### src/rtl/iob_pfsm_in_sync_pkg.sv
// Shared widths for the programmable-FSM input conditioning path.
// Same defaults are used by the FSM top so the buses line up.
package iob_pfsm_in_sync_pkg;

  localparam int INPUT_W_DEF     = 8;
  localparam int SYNC_STAGES_DEF = 2;
  localparam int SYNC_STAGES_MIN = 2;
  localparam int DBNC_W_DEF      = 16;

  // Clamp a requested synchronizer depth to the safe minimum.
  function automatic int sync_depth(input int n);
    return (n < SYNC_STAGES_MIN) ? SYNC_STAGES_MIN : n;
  endfunction

endpackage

### src/rtl/iob_pfsm_dbnc_bit.sv
// One input bit: synchronizer, optional debounce, edge pulses.
// Debounce counter exists only with IOB_PFSM_IN_SYNC_DBNC_EN.
module iob_pfsm_dbnc_bit
  import iob_pfsm_in_sync_pkg::*;
#(
  parameter int SYNC_STAGES = SYNC_STAGES_DEF,
  parameter int DBNC_W      = DBNC_W_DEF
) (
  input  logic              clk_i,
  input  logic              arst_n_i,
  input  logic              cke_i,
  input  logic              rst_i,
  input  logic [DBNC_W-1:0] dbnc_limit_i,
  input  logic              in_i,
  output logic              stb_o,
  output logic              rise_o,
  output logic              fall_o,
  output logic              evt_o
);

  localparam int SS = sync_depth(SYNC_STAGES);

  logic [SS-1:0] sync_q;
  logic [SS-1:0] sync_d;
  logic          sync;
  logic          stb_q;
  logic          stb_d;
  logic          rise_q;
  logic          rise_d;
  logic          fall_q;
  logic          fall_d;

  assign sync_d = {sync_q[SS-2:0], in_i};
  assign sync   = sync_q[SS-1];

`ifdef IOB_PFSM_IN_SYNC_DBNC_EN
  logic [DBNC_W-1:0] cnt_q;
  logic [DBNC_W-1:0] cnt_d;

  // Accept a new level once it has disagreed for limit+1 edges.
  always_comb begin
    stb_d = stb_q;
    cnt_d = '0;
    if (sync != stb_q) begin
      if (cnt_q >= dbnc_limit_i) begin
        stb_d = sync;
      end else begin
        cnt_d = cnt_q + 1'b1;
      end
    end
  end

  // Hold counter; cleared on async or soft reset.
  always_ff @(posedge clk_i or negedge arst_n_i) begin
    if (!arst_n_i) begin
      cnt_q <= '0;
    end else if (cke_i) begin
      if (rst_i) cnt_q <= '0;
      else       cnt_q <= cnt_d;
    end
  end
`else
  logic unused_limit;
  assign unused_limit = ^dbnc_limit_i;

  // No debounce: stable bit follows the synchronizer.
  always_comb begin
    stb_d = sync;
  end
`endif

  assign rise_d = stb_d & ~stb_q;
  assign fall_d = ~stb_d & stb_q;

  // Synchronizer chain, stable bit and pulse registers.
  always_ff @(posedge clk_i or negedge arst_n_i) begin
    if (!arst_n_i) begin
      sync_q <= '0;
      stb_q  <= 1'b0;
      rise_q <= 1'b0;
      fall_q <= 1'b0;
    end else if (cke_i) begin
      if (rst_i) begin
        sync_q <= '0;
        stb_q  <= 1'b0;
        rise_q <= 1'b0;
        fall_q <= 1'b0;
      end else begin
        sync_q <= sync_d;
        stb_q  <= stb_d;
        rise_q <= rise_d;
        fall_q <= fall_d;
      end
    end
  end

  assign stb_o  = stb_q;
  assign rise_o = rise_q;
  assign fall_o = fall_q;
  assign evt_o  = rise_d | fall_d;

endmodule

### src/rtl/iob_pfsm_in_sync.sv
// Input conditioning for the programmable FSM input bus.
// Optional debounce: define IOB_PFSM_IN_SYNC_DBNC_EN.
module iob_pfsm_in_sync
  import iob_pfsm_in_sync_pkg::*;
#(
  parameter int INPUT_W     = INPUT_W_DEF,
  parameter int SYNC_STAGES = SYNC_STAGES_DEF,
  parameter int DBNC_W      = DBNC_W_DEF
) (
  input  logic               clk_i,
  input  logic               arst_n_i,
  input  logic               cke_i,
  input  logic               rst_i,
  input  logic [DBNC_W-1:0]  dbnc_limit_i,
  input  logic [INPUT_W-1:0] in_i,
  output logic [INPUT_W-1:0] input_ports_o,
  output logic [INPUT_W-1:0] rise_o,
  output logic [INPUT_W-1:0] fall_o,
  output logic               change_o
);

  logic [INPUT_W-1:0] evt;
  logic               change_q;
  logic               change_d;

  for (genvar i = 0; i < INPUT_W; i++) begin : g_bit
    iob_pfsm_dbnc_bit #(
      .SYNC_STAGES (SYNC_STAGES),
      .DBNC_W      (DBNC_W)
    ) u_bit (
      .clk_i        (clk_i),
      .arst_n_i     (arst_n_i),
      .cke_i        (cke_i),
      .rst_i        (rst_i),
      .dbnc_limit_i (dbnc_limit_i),
      .in_i         (in_i[i]),
      .stb_o        (input_ports_o[i]),
      .rise_o       (rise_o[i]),
      .fall_o       (fall_o[i]),
      .evt_o        (evt[i])
    );
  end

  assign change_d = |evt;

  // Registered any-change pulse, aligned with the per-bit pulses.
  always_ff @(posedge clk_i or negedge arst_n_i) begin
    if (!arst_n_i) begin
      change_q <= 1'b0;
    end else if (cke_i) begin
      if (rst_i) change_q <= 1'b0;
      else       change_q <= change_d;
    end
  end

  assign change_o = change_q;

endmodule
### config.mk
export PLATFORM = sky130hd
export DESIGN_NAME = iob_pfsm_in_sync
export DESIGN_NICKNAME = d
export VERILOG_FILES = /design/src/rtl/iob_pfsm_in_sync_pkg.sv /design/src/rtl/iob_pfsm_dbnc_bit.sv /design/src/rtl/iob_pfsm_in_sync.sv
export SDC_FILE = /design/constraint.sdc
export NUM_CORES = 1
export LEC_CHECK = 0
export ABC_CLOCK_PERIOD_IN_PS = 1700
export CORE_MARGIN = 8
export CORE_UTILIZATION = 49
export CTS_BUF_LIST = sky130_fd_sc_hd__clkbuf_16
export DETAILED_ROUTE_END_ITERATION = 10
export GPL_ROUTABILITY_DRIVEN = 0
export PLACE_DENSITY = 0.86
export SLEW_MARGIN = 30
export SYNTH_ARGS = -nofsm -noshare
export SYNTH_HDL_FRONTEND = slang
export SYNTH_SLANG_ARGS = --single-unit
### constraint.sdc
create_clock -name clk_i -period 1.7 [get_ports clk_i]
set_clock_uncertainty 0.2 [all_clocks]
set_input_delay 0.255 -clock clk_i [delete_from_list [all_inputs] [get_ports clk_i]]
set_output_delay 0.255 -clock clk_i [all_outputs]
set_load 0.005 [all_outputs]
== After elaboration in Yosys (flattened, before gate mapping) ==
Index checks and enable logic that the tools add are counted.

* Mux-type cells: 33
* Reductions and logical operators: 1
* Bitwise logic cells: 40

{| class="wikitable"
|+ Operators with widths
! operator !! count
|-
| 1-bit 2-to-1 mux || 25
|-
| 1-bit bitwise AND || 16
|-
| 2-bit 2-to-1 mux || 8
|-
| 1-bit inverter || 16
|-
| 1-bit bitwise OR || 8
|-
| 8-bit OR reduction || 1
|}

* Output and inout bits: 25
* Word-level logic and storage cells: 107
* Register bits: 41

== Logic depth before layout (Yosys ltp) ==
* Depth after elaboration: 5
* Gate-level depth with buffers: 5
* Gate-level depth less buffers: 5

== Modules after synthesis ==
Synthesis repeated with hierarchy kept, for this count alone.

* Cell total of the unflattened synthesis: 197
* Area total of the unflattened synthesis: 2035.7 um^2

{| class="wikitable"
|+ By module, submodules not included
! module !! instances !! seq. area each (um^2) !! cells an instance !! area an instance (um^2)
|-
| iob_pfsm_dbnc_bit || 8 || 125.1 || 24 || 246.5
|-
| iob_pfsm_in_sync || 1 || 25.0 || 5 || 63.8
|}

== Worst setup path after synthesis ==
No wires, ideal clock.

* Path kind: flip-flop to flip-flop
* Start point: reg g_bit[4].u_bit.sync_q[1]
* End point: reg change_q (netlist: change_o)
* Required time: 1.379 ns
* Arrival time: 0.960 ns
* Library setup time: 0.121 ns
* Stages on the path, launching flop included: 6
* Slack: 0.419 ns
* Cell sequence: dfrtp_1 inv_1 ha_1 nand4_1 o21ai_2 o21ai_2

* Word-level cells in the longest chain between the ends: 5

{| class="wikitable"
|+ Ends and longest elaborated chain
! item !! line !! source
|-
| start, declared || iob_pfsm_dbnc_bit.sv:23 || <nowiki>logic [SS-1:0] sync_q;</nowiki>
|-
| start signal, assigned || iob_pfsm_dbnc_bit.sv:89 || <nowiki>sync_q <= sync_d;</nowiki>
|-
| 1-bit inverter || iob_pfsm_dbnc_bit.sv:73 || <nowiki>assign fall_d = ~stb_d & stb_q;</nowiki>
|-
| 1-bit bitwise AND || iob_pfsm_dbnc_bit.sv:73 ||
|-
| 1-bit bitwise OR (*) || iob_pfsm_dbnc_bit.sv:100 || <nowiki>assign evt_o = rise_d | fall_d;</nowiki>
|-
| 8-bit OR reduction (*) || iob_pfsm_in_sync.sv:44 || <nowiki>assign change_d = |evt;</nowiki>
|-
| 1-bit 2-to-1 mux (*) || iob_pfsm_in_sync.sv:51 || <nowiki>if (rst_i) change_q <= 1'b0;</nowiki>
|-
| end signal, assigned || iob_pfsm_in_sync.sv:52 || <nowiki>else change_q <= change_d;</nowiki>
|-
| end, declared || iob_pfsm_in_sync.sv:23 || <nowiki>logic change_q;</nowiki>
|}

Every way passes the cells marked *; elsewhere a longest branch is shown, timed or not.
A chain may end at the register's enable or synchronous reset.

== Worst setup path in the final report ==
* Start point: reg g_bit[4].u_bit.stb_q
* End point: out input_ports_o[4]

{| class="wikitable"
|+ RTL lines
! item !! line !! source
|-
| start, declared || iob_pfsm_dbnc_bit.sv:26 || <nowiki>logic stb_q;</nowiki>
|-
| start signal, assigned || iob_pfsm_dbnc_bit.sv:90 || <nowiki>stb_q <= stb_d;</nowiki>
|-
| end, declared || iob_pfsm_in_sync.sv:16 || <nowiki>output logic [INPUT_W-1:0] input_ports_o,</nowiki>
|}

No word-level cell between the ends.

==> flow_summary.ini <==
[routing]
dr.pass1.iters = 2
top_layer_used = met4
routedWlPerCell_microns = 13.4
wl_met1_microns = 1760
ant_nets = 0
drcViolationCount = 0
vias = 1376
vias_per_cell = 4.85
drt_wl_total_microns = 3810
met2_length_microns = 1720
wl_met3_microns = 264
dr.first_iter.drc_count = 94

[logic_synthesis]
ys_warn_count = 0
synth_area_leaders = dfrtp_1, nand3b_1, ha_1, o21ai_1, buf_4
yosysUniqueCellTypes = 13
yosysTopAreaCell = dfrtp_1
async_flop_share_pct = 100
postSynthCellCount = 219
synth_edf_count = 0
synth.top_cell.area_share_pct = 47.9
ys_seq_area_share_pct = 47.9
synth_area_sq_um = 2140
syn_area_per_cell_sq_um = 9.78
synth_nets = 263
ys_ff_latch = 41
ys.flop_type = dfrtp_1
synth_common_cells = dfrtp_1, inv_1, o21ai_1

[status]
status = finished clean

[hold_path]
whs_endpoint = g_bit[4].u_bit.sync_q[0]$_DFFE_PN0P_
min_delay_path_depth = 4
worstHoldStart = cke_i
hold_path_class = in -> reg

[clock_tree]
cts_root_buf = clkbuf_16
insertion_delay_ns = 0.28
cts_buffers = 5
cts_tree = built
cts.htree.levels = 2
cts_resized = 0
cts.clk_slew.worst_paths_ns = 0.06
cts_buffer_depth = 2
cts_sinks = 41

[power_and_ir_drop]
ir_worst_vdd_v = 0.000479
switching_share_pct = 23.7
p_clk_share_pct = 39.5
pwr-share-comb_pct = 12.8
leakagePower_nw = 1.08
p_int_w = 0.00171
switchingPower_w = 0.000532
sequentialPowerShare_pct = 47.6
powerDensity_nw_per_um2 = 888

[place]
port_buffers = 36
placed_cells = 275
dpl_worst_slack_ns = 0.100
place_hpwl_microns = 2580

[worst_setup_path]
crit_required_ns = 1.24
arrival_ns = 1.20
path_buf_inv = 1
rr_startpoint = g_bit[4].u_bit.sync_q[1]$_DFFE_PN0P_
rr_endpoint = change_o$_DFFE_PN0P_
critPathMaxFanout = 3
reg2reg_depth = 5
start_kind = flip-flop
cp-startpoint = g_bit[4].u_bit.stb_o$_DFFE_PN0P_
critPathMaxStageDelay_ns = 0.54
crit_chain = clkdlybuf4s50_1
critical-path-top-delay-family = buffers and inverters
endpoint_kind = output pin
regToRegSetupSlack_ns = 0.30
worstSetupPathType = reg -> out
slowest_stage = clkdlybuf4s50_1

[timing]
slew_viol_final = 0
grt_setup_unrepaired = false
tns_ns = 0
finalCritPeriodShare_pct = 97.3
timing.slew.headroom_pct = 72.8
final_hold_viol_count = 0
fmax_mhz = 605
finalCriticalPeriod_ns = 1.65
worstMarginPinSlew_ns = 0.408
setup_ws_ns = 0.0465
setup_viol = 0

[die]
die_area_sq_um = 6740
fp-row-count = 24
coreArea_sq_um = 4290
start_util_pct = 49.9
die_w_microns = 82.1
ioPinCount = 53
fp.dieH_microns = 82.1

[layout]
nets = 275
area_growth_syn_to_layout_pct = 17.9
fillers = 382
drive_gt1_share_pct = 6.47
final_cells = 284
num_antenna_cells = 0

[global_routing]
gr-usage-all-layers_pct = 12.6
grt_first_pass_wirelength_microns = 6370
grt-ovfl-total = 0
antenna_found_initial = 0
grt_pass1_vias = 1379
grt_max_degree = 48

[job]
cap_violations = 0
-- stage by stage --
| step | power [W] | instance area (sq um) | hold slack (ns) | util [%] |
|---|---|---|---|---|
| floorplan | 0.00126 | 2140 | -0.241 | - |
| global placement | 0.00137 | 2380 | 0.00535 | 55.4 |
| detailed placement | 0.00137 | 2380 | 0.00713 | 55.4 |
| CTS | 0.00228 | 2520 | 0.218 | 58.8 |
| global route | 0.00235 | 2520 | 0.236 | 58.8 |
| finish | 0.00224 | 2520 | 0.226 | 58.8 |
-- what timing repair did --
item                      CTS  global route
setup buffers               0             0
hold buffers                1             0
hold endpoints to repair   16             0
-- per-layer routing --
metal | track usage, % | vias to the layer above
met2 | 19.1 | 27
met5 | 0 | -
met4 | 6.14 | 0
li1 | - | 698
met1 | 15.1 | 646
met3 | 5.19 | 5
-- registers in the layout, indices dropped and copies added, names as in the netlist --
register            flops
g_bit.u_bit.rise_o      8
g_bit.u_bit.sync_q     16
g_bit.u_bit.stb_o       8
change_o                1
g_bit.u_bit.fall_o      8
-- kinds of logic after synthesis --
group / count (synthesis) / synth area share, %
DFF: 41 / 47.9
buffers and inverters: 77 / 18.7
and+or+nand+nor: 43 / 13.8
AOI/OAI and AO/OA: 42 / 10.2
adders and majority gates: 16 / 9.35
-- area by class of cell --
| type | instances | area, sq um | area share (%) |
|---|---|---|---|
| Sequential cell | 41 | 1030 | 40.6 |
| Multi-Input combinational cell | 101 | 714 | 28.3 |
| Timing Repair Buffer | 41 | 428 | 16.9 |
| Inverter | 41 | 154 | 6.10 |
| Clock buffer | 5 | 125 | 4.96 |
| Tap cell | 52 | 65.1 | 2.58 |
| Clock inverter | 3 | 12.5 | 0.496 |
-- power by group through the flow --
stage | Sequential, W | Clock (W) | Combinational [W]
3_3_place_gp | 0.00108 | 0 | 0.000284
4_1_cts | 0.00107 | 0.000913 | 0.000294
3_5_place_dp | 0.00109 | 0 | 0.000289
6_report | 0.00107 | 0.000886 | 0.000288
2_1_floorplan | 0.00108 | 0 | 0.000178
5_1_grt | 0.00108 | 0.000953 | 0.000323
-- cell usage in the layout (no fill, tap or decap) --
| cell | n |
|---|---|
| nand4_1 | 2 |
| nand2_1 | 8 |
| inv_1 | 41 |
| clkbuf_16 | 5 |
| o21ai_1 | 40 |
| dfrtp_1 | 41 |
| buf_2 | 2 |
| nor2b_4 | 1 |
| clkinv_1 | 2 |
| dlygate4sd3_1 | 1 |
| nand3b_1 | 32 |
| buf_12 | 3 |
| ha_1 | 16 |
| clkdlybuf4s50_1 | 34 |
| buf_4 | 1 |
| clkinv_2 | 1 |
| o21ai_2 | 2 |
-- worst register-to-register path, stage by stage (launching register included) --
cell,delay (ns)
dfrtp_1,0.37
inv_1,0.08
ha_1,0.28
nand4_1,0.12
o21ai_2,0.17
o21ai_2,0.07
-- worst max path at each step --
stage                                                      end  slack, ns  cells after the start
final                                         input_ports_o[4]       0.05                      1
after global routing                          input_ports_o[4]      0.004                      1
after CTS                                     input_ports_o[4]       0.03                      1
after detailed placement  g_bit[7].u_bit.sync_q[0]$_DFFE_PN0P_       0.10                      5
after global placement                    change_o$_DFFE_PN0P_       0.13                      5
after floorplan                           change_o$_DFFE_PN0P_       0.42                      5
No activity file was read; power rests on OpenSTA's default activity.
